$ cat src/rtl/fft_disp_pkg.sv
// Shared definitions for the FFT peak / display path.
//   - FSM state encoding for the peak search
//   - BCD digit geometry (digit width, digit count)
//   - mag_w(): width of an unsigned squared magnitude built from MAG_BITS-wide
//     signed Re/Im parts (sum of two squares needs one extra bit)
package fft_disp_pkg;

    typedef enum logic [1:0] {
        IDLE    = 2'd0,
        COLLECT = 2'd1,
        FLUSH   = 2'd2,
        DONE    = 2'd3
    } state_e;

    localparam int BCD_DIGIT_W = 4;
    localparam int BCD_DIGITS  = 4;

    function automatic int mag_w(input int mag_bits);
        return 2 * mag_bits + 1;
    endfunction

endpackage

$ cat src/rtl/bcd_counter4.sv
// 4-digit cascaded BCD counter (also used by the display stage's timer).
// Ports:
//   clk     system clock
//   rst_n   asynchronous active-low reset, counter -> 0000
//   i_clr   synchronous clear, has priority over i_inc
//   i_inc   increment by one; each digit wraps 9->0 with carry, 9999 -> 0000
//   o_bcd   packed digits, [3:0] = units
module bcd_counter4
    import fft_disp_pkg::*;
(
    input  logic                              clk,
    input  logic                              rst_n,
    input  logic                              i_clr,
    input  logic                              i_inc,
    output logic [BCD_DIGITS*BCD_DIGIT_W-1:0] o_bcd
);

    logic [BCD_DIGITS*BCD_DIGIT_W-1:0] r_bcd;
    logic [BCD_DIGITS*BCD_DIGIT_W-1:0] w_bcd_nxt;
    logic                              w_carry;

    // Ripple the carry from the units digit upward; a digit only advances
    // when every lower digit is rolling over from 9.
    always_comb begin
        w_bcd_nxt = r_bcd;
        w_carry   = i_inc;
        for (int d = 0; d < BCD_DIGITS; d++) begin
            if (w_carry) begin
                if (r_bcd[d*BCD_DIGIT_W +: BCD_DIGIT_W] == BCD_DIGIT_W'(9)) begin
                    w_bcd_nxt[d*BCD_DIGIT_W +: BCD_DIGIT_W] = '0;
                end else begin
                    w_bcd_nxt[d*BCD_DIGIT_W +: BCD_DIGIT_W] =
                        r_bcd[d*BCD_DIGIT_W +: BCD_DIGIT_W] + BCD_DIGIT_W'(1);
                    w_carry = 1'b0;
                end
            end
        end
    end

    always_ff @(posedge clk or negedge rst_n) begin
        if (!rst_n) begin
            r_bcd <= '0;
        end else if (i_clr) begin
            r_bcd <= '0;
        end else begin
            r_bcd <= w_bcd_nxt;
        end
    end

    assign o_bcd = r_bcd;

endmodule

$ cat src/rtl/fft_peak_bcd.sv
// FFT peak finder: squares the top MAG_BITS of each bin's Re/Im, keeps the
// bin with the strictly largest magnitude (earliest wins ties) and presents
// it as a binary index and as 4 BCD digits for the HEX display stage.
// Optional build macro: PEAK_SKIP_DC_EN -- when defined, bin 0 never competes.
// Ports:
//   clk, rst_n          clock, asynchronous active-low reset
//   en_FFT              frame start pulse; clears the search from any state
//   en_comp             Re_in/Im_in hold one bin this cycle
//   done_all            external end-of-frame pulse
//   Re_in, Im_in        signed bin value, bit_width wide
//   busy                high in COLLECT or FLUSH
//   peak_valid          results valid, held until the next en_FFT
//   peak_bin/peak_bcd   index of the peak bin (binary / BCD, [3:0] = units)
//   peak_mag            unsigned squared magnitude of the peak
module fft_peak_bcd
    import fft_disp_pkg::*;
#(
    parameter int bit_width = 34,
    parameter int N         = 32,
    parameter int SIZE      = 5,
    parameter int MAG_BITS  = 8
) (
    input  logic                              clk,
    input  logic                              rst_n,
    input  logic                              en_FFT,
    input  logic                              en_comp,
    input  logic                              done_all,
    input  logic signed [bit_width-1:0]       Re_in,
    input  logic signed [bit_width-1:0]       Im_in,
    output logic                              busy,
    output logic                              peak_valid,
    output logic [SIZE-1:0]                   peak_bin,
    output logic [BCD_DIGITS*BCD_DIGIT_W-1:0] peak_bcd,
    output logic [mag_w(MAG_BITS)-1:0]        peak_mag
);

    localparam int MW = mag_w(MAG_BITS);
    localparam int BW = BCD_DIGITS * BCD_DIGIT_W;

    // Squares are non-negative, so (-2^(M-1))^2 still fits a 2M-bit signed
    // product; the sum of two needs one more bit and never saturates.
    function automatic logic [MW-1:0] sq_mag(input logic signed [MAG_BITS-1:0] re,
                                             input logic signed [MAG_BITS-1:0] im);
        logic signed [2*MAG_BITS-1:0] re2;
        logic signed [2*MAG_BITS-1:0] im2;
        re2 = re * re;
        im2 = im * im;
        return {1'b0, re2} + {1'b0, im2};
    endfunction

    state_e                        r_state, w_state_nxt;
    logic                          r_flush_cnt;
    logic [SIZE-1:0]               r_cnt;
    logic [BW-1:0]                 w_bcd_cnt;
    logic                          w_accept, w_last, w_enter_done, w_cand;

    logic signed [MAG_BITS-1:0]    r_re_p1, r_im_p1;
    logic [SIZE-1:0]               r_bin_p1, r_bin_p2;
    logic [BW-1:0]                 r_bcd_p1, r_bcd_p2;
    logic [MW-1:0]                 r_mag_p2;
    logic                          r_vld_p1, r_vld_p2;

    logic [MW-1:0]                 r_max_mag, w_max_mag_nxt;
    logic [SIZE-1:0]               r_max_bin, w_max_bin_nxt;
    logic [BW-1:0]                 r_max_bcd, w_max_bcd_nxt;

    // Only the top MAG_BITS of each part feed the magnitude.
    logic w_unused;
    assign w_unused = ^{Re_in[bit_width-MAG_BITS-1:0], Im_in[bit_width-MAG_BITS-1:0]};

    // ---- Stage 0: accept a bin and tag it with its index ----
    assign w_accept = en_comp && (r_state == COLLECT) && !en_FFT;
    assign w_last   = w_accept && (r_cnt == SIZE'(N - 1));

    always_comb begin
        w_state_nxt = r_state;
        case (r_state)
            IDLE:    w_state_nxt = IDLE;
            COLLECT: if (done_all || w_last) w_state_nxt = FLUSH;
            FLUSH:   if (r_flush_cnt) w_state_nxt = DONE;
            DONE:    w_state_nxt = DONE;
            default: w_state_nxt = IDLE;
        endcase
        if (en_FFT) w_state_nxt = COLLECT;
    end

    always_ff @(posedge clk or negedge rst_n) begin
        if (!rst_n) begin
            r_state     <= IDLE;
            r_flush_cnt <= 1'b0;
            r_cnt       <= '0;
        end else begin
            r_state     <= w_state_nxt;
            r_flush_cnt <= (r_state == FLUSH) && (w_state_nxt == FLUSH);
            if (en_FFT)        r_cnt <= '0;
            else if (w_accept) r_cnt <= r_cnt + SIZE'(1);
        end
    end

    bcd_counter4 u_bcd_cnt (
        .clk   (clk),
        .rst_n (rst_n),
        .i_clr (en_FFT),
        .i_inc (w_accept),
        .o_bcd (w_bcd_cnt)
    );

    assign busy = (r_state == COLLECT) || (r_state == FLUSH);

    always_ff @(posedge clk) begin
        r_re_p1  <= $signed(Re_in[bit_width-1 -: MAG_BITS]);
        r_im_p1  <= $signed(Im_in[bit_width-1 -: MAG_BITS]);
        r_bin_p1 <= r_cnt;
        r_bcd_p1 <= w_bcd_cnt;
    end

    // ---- Stage 1: squared magnitude ----
    always_ff @(posedge clk) begin
        r_mag_p2 <= sq_mag(r_re_p1, r_im_p1);
        r_bin_p2 <= r_bin_p1;
        r_bcd_p2 <= r_bcd_p1;
    end

    // A restart invalidates anything still in flight.
    always_ff @(posedge clk or negedge rst_n) begin
        if (!rst_n) begin
            r_vld_p1 <= 1'b0;
            r_vld_p2 <= 1'b0;
        end else begin
            r_vld_p1 <= w_accept;
            r_vld_p2 <= r_vld_p1 && !en_FFT;
        end
    end

    // ---- Stage 2: strict-greater compare against the running maximum ----
`ifdef PEAK_SKIP_DC_EN
    assign w_cand = r_vld_p2 && (r_bin_p2 != '0) && (r_mag_p2 > r_max_mag);
`else
    assign w_cand = r_vld_p2 && (r_mag_p2 > r_max_mag);
`endif

    always_comb begin
        w_max_mag_nxt = r_max_mag;
        w_max_bin_nxt = r_max_bin;
        w_max_bcd_nxt = r_max_bcd;
        if (en_FFT) begin
            w_max_mag_nxt = '0;
            w_max_bin_nxt = '0;
            w_max_bcd_nxt = '0;
        end else if (w_cand) begin
            w_max_mag_nxt = r_mag_p2;
            w_max_bin_nxt = r_bin_p2;
            w_max_bcd_nxt = r_bcd_p2;
        end
    end

    // The last bin's compare lands on the same edge that enters DONE, so the
    // outputs are loaded from the next-state search values.
    assign w_enter_done = (r_state == FLUSH) && (w_state_nxt == DONE);

    always_ff @(posedge clk or negedge rst_n) begin
        if (!rst_n) begin
            r_max_mag  <= '0;
            r_max_bin  <= '0;
            r_max_bcd  <= '0;
            peak_valid <= 1'b0;
            peak_bin   <= '0;
            peak_bcd   <= '0;
            peak_mag   <= '0;
        end else begin
            r_max_mag <= w_max_mag_nxt;
            r_max_bin <= w_max_bin_nxt;
            r_max_bcd <= w_max_bcd_nxt;
            if (en_FFT) begin
                peak_valid <= 1'b0;
            end else if (w_enter_done) begin
                peak_valid <= 1'b1;
                peak_bin   <= w_max_bin_nxt;
                peak_bcd   <= w_max_bcd_nxt;
                peak_mag   <= w_max_mag_nxt;
            end
        end
    end

endmodule

$ cat config.mk
export PLATFORM = sky130hd
export DESIGN_NAME = fft_peak_bcd
export DESIGN_NICKNAME = d
export VERILOG_FILES = /design/src/rtl/fft_disp_pkg.sv /design/src/rtl/bcd_counter4.sv /design/src/rtl/fft_peak_bcd.sv
export SDC_FILE = /design/constraint.sdc
export NUM_CORES = 1
export LEC_CHECK = 0
export CAP_MARGIN = 20
export CELL_PAD_IN_SITES_DETAIL_PLACEMENT = 0
export CELL_PAD_IN_SITES_GLOBAL_PLACEMENT = 1
export CORE_MARGIN = 1
export CORE_UTILIZATION = 40
export DETAILED_ROUTE_END_ITERATION = 12
export PLACE_DENSITY_LB_ADDON = 0.2
export REMOVE_ABC_BUFFERS = 1
export SLEW_MARGIN = 40
export SYNTH_ARGS = -nofsm -noshare
export SYNTH_HDL_FRONTEND = slang
export SYNTH_SLANG_ARGS = --single-unit
$ cat constraint.sdc
create_clock -name clk -period 6.76 [get_ports clk]
set_input_delay 1.352 -clock clk [delete_from_list [all_inputs] [get_ports clk]]
set_output_delay 1.352 -clock clk [all_outputs]
set_load 0.02 [all_outputs]
==> out/qor.csv <==
stage,metric,value,unit
power_and_ir_drop,Pwr Total,5.78,mW
setup_path,startpoint type of the worst setup path,flip-flop,
sta,Final WS setup,0.743,ns
synthesis,Yosys top cell area share,23.0,%
synthesis,async set or reset register ratio after synthesis,57.9,%
floorplanning,chip height,169,µm
sta,period utilisation layout,89.0,%
cells_and_area,share of layout cells above drive strength 1,4.43,%
sta,setup tns final,0,ns
floorplanning,Die Wd,169,µm
synthesis,"EDFF count, synth",0,
cts,Post-CTS Hold Buffers,0,
placement,Placed Cells,1514,
sta,fmax,0.166,GHz
power_and_ir_drop,Max VDD drop,0.543,mV
global_routing,initial antenna violation count,0,
cells_and_area,post-route insts no fill,1545,
cells_and_area,"Core Util, Final",46.6,%
drt,drt drc,0,
synthesis,ys flop type,dfrtp_1,
setup_path,Critical Path Most Common Cell,inv_1,
setup_path,"critical path, cell by cell","inv_1, nor2_1, inv_1, fa_1, inv_1, fa_1, fa_1, inv_1, fa_1, inv_1, ha_1, nand2_1, o21ai_0, o41ai_1, buf_4, or4b_2, o311ai_0, ha_1, and3_1, a211o_1, a311o_1",
synthesis,largest family of logic cells by synthesized area,adder cells,
drt,Post-DRT Antenna Nets,0,
cells_and_area,nets@finish,1421,
setup_path,Crit-path slowest cell,or4b_2,
synthesis,Synth Area in Compound Gates,9.56,%
drt,Vias/cell,4.72,
setup_path,Crit Path Max Fanout,8,
synthesis,cell with the most instances after synthesis,inv_1,
cts,Post-CTS Resized,0,
setup_path,Critical Path AT,6.34,ns
global_routing,Top Usage Layer GRT,met2,
placement,number of port buffers,60,
synthesis,synth cell count leaders,"181 x inv_1, 103 x dfrtp_1, 100 x nand2_1",
cts,Worst-path clk slew,0.07,ns
setup_path,critical path type,reg2reg,
synthesis,post-synthesis simple-gate area fraction,11.3,%
run_status,outcome,finished clean,
sta,Worst-Margin Slew,0.755,ns
cells_and_area,n_diodes,0,
cells_and_area,number of fill cells in the layout,2646,
setup_path,critical path data required time,7.08,ns
setup_path,CP peak stage delay,0.58,ns
drt,Post-Route WL,19.9,mm
placement,final RePlAce weighted congestion,0.770,
cts,number of H-tree levels,4,
sta,worst clock skew,0.0233,ns
cts,CTS max path bufs,2,
drt,DR vias,7295,
cts,# Post-CTS Setup Buffers,0,
global_routing,GR Util met1,20.3,%
synthesis,cells after synthesis,1113,
cells_and_area,Area growth syn-to-layout,13.2,%
drt,wire length per cell,12.9,µm
floorplanning,die area,0.0287,mm²
sta,final hold vios,0,
placement,DP HPWL,14.8,mm
synthesis,Synth Register Bits,178,
floorplanning,Std-Cell Rows,60,
cts,CTS Buf Count,17,
sta,endpoints failing setup,0,
synthesis,Ys Warns,0,
floorplanning,core area,0.0272,mm²
sta,RSZ-0062 raised after global routing,no,
cts,clk root buf,clkbuf_16,
synthesis,adder-cell share of the synthesized area,26.8,%
floorplanning,Initial Util,41.2,%
flow_run,max_cap viols,0,
placement,DP Worst Slack,0.733,ns
sta,Final Slew Violations,0,
synthesis,"Seq/Total Area, Yosys",36.4,%
global_routing,number of global-route vias before repair,7591,
synthesis,Avg Inst Size Synth,10.1,µm²
setup_path,CP Capture Type,flip-flop,
placement,Post-DP Area,0.0121,mm²
sta,min cycle time layout,6.02,ns
cts,CTS tree,built,
drt,DR iter-0 viols,299,
global_routing,global routing usage on met3,2.33,%
global_routing,met2 Track Usage GR,26.5,%
synthesis,"top cells by area, synth","dfrtp_1 23%, fa_1 16%, dfxtp_1 13%",
synthesis,area share of xor/xnor cells in the synthesized design,4.22,%
power_and_ir_drop,PD cells,456,mW/mm²
global_routing,GRT Overall Usage,15.4,%
cts,CTS Sinks,178,
synthesis,proportion of synthesized area in mux cells,3.91,%
synthesis,library cells used by synthesis,55,
min_path,worst hold-check path type,reg2reg,
synthesis,Mapped Area,0.0112,mm²
sta,Slew Limit Headroom,49.7,%
synthesis,cell type with the highest aggregate area in the netlist,dfrtp_1,
global_routing,Congestion Overflow GR,0,
drt,drt first pass iters,4,
global_routing,first-pass GRT wire length,35.4,mm
global_routing,largest net degree at the start of global routing,73,
cells_and_area,post-route cell area,0.0127,mm²
cts,clk_lat worst skew,0.44,ns
power_and_ir_drop,leakage,5.90,nW
sta,Hold WS,0.326,ns
floorplanning,I/O Pins,113,
kinds of logic after synthesis:
kind of cell,count (synthesis)
xor gates and xnor gates,54
and+or+nand+nor,275
AOI/OAI and AO/OA,159
DFF,178
adders and majority gates,187
buffers and inverters,217
muxes,43
routing by layer:
layer  share of wire [%]  wire [µm]
met5                   0          0
met4                0.75        150
met3                 2.0        392
met2                  48       9570
met1                  49       9780
layout make-up:
class | instances | area, µm² | area share [%]
inverter | 181 | 679 | 5.36
clock buffer | 17 | 425 | 3.36
multi-input combinational | 718 | 6250 | 49.3
timing repair buffer | 65 | 633 | 5.00
sequential | 178 | 4080 | 32.2
clock inverter | 14 | 144 | 1.14
tap | 372 | 465 | 3.67
power by group:
part	internal (mW)	switching, mW	leakage (nW)
combinational	1.60	1.97	3.58
sequential	1.19	0.0639	2.05
clock	0.489	0.466	0.270
worst paths after layout:
| kind | end | slack, ns | cells after the start | start |
|---|---|---|---|---|
| max in group asynchronous | r_max_bcd[10] | 4.65 | 2 | rst_n |
| setup / recovery | r_mag_p2[15] | 0.74 | 21 | r_re_p1[3] |
| min in group asynchronous | r_max_bin[2] | 0.97 | 1 | rst_n |
| hold / removal | r_bcd_p2[15] | 0.33 | 0 | r_bcd_p1[15] |
| setup reg to reg | r_mag_p2[15] | 0.74 | 21 | r_re_p1[3] |
| hold reg to reg | r_bcd_p2[15] | 0.33 | 0 | r_bcd_p1[15] |
flip-flops by register name, indices dropped and copies added (netlist names), 8 cells and up:
name and flops:
r_max_bcd 16, r_bcd_p2 16, r_bcd_p1 16, peak_bcd 16, u_bcd_cnt.o_bcd 16, r_max_mag 17
r_re_p1 8, peak_mag 17, r_im_p1 8, r_mag_p2 17
critical path: cells and delay by family (launching register included):
kind	cells	cell delay, ns
adder cells (fa/ha/maj)	6	2.79
AO/OA/AOI/OAI	5	1.05
AND/OR/NAND/NOR	4	1.04
buffers and inverters	6	0.56
flip-flops	1	0.50
placed cells by master (no fill, tap or decap), drive strengths merged, types with 4 or more instances in the layout:
master and count:
a31oi 5, xnor2 45, inv 188, or3 4
or2 4, o21bai 8, xor2 9, nand3 10
a21oi 41, buf 7, and3 4, and2 26
mux2i 40, nor3 9, nand2b 7, nor2b 18
clkbuf 17, fa 88, nand4 4, a211oi 4
o31ai 43, clkinv 4, ha 99, clkdlybuf4s50 58
dfrtp 103, dfxtp 75, o21ai 27, nand2 100
nor2 78, a21o 9
No activity file was read; power rests on OpenSTA's default activity.
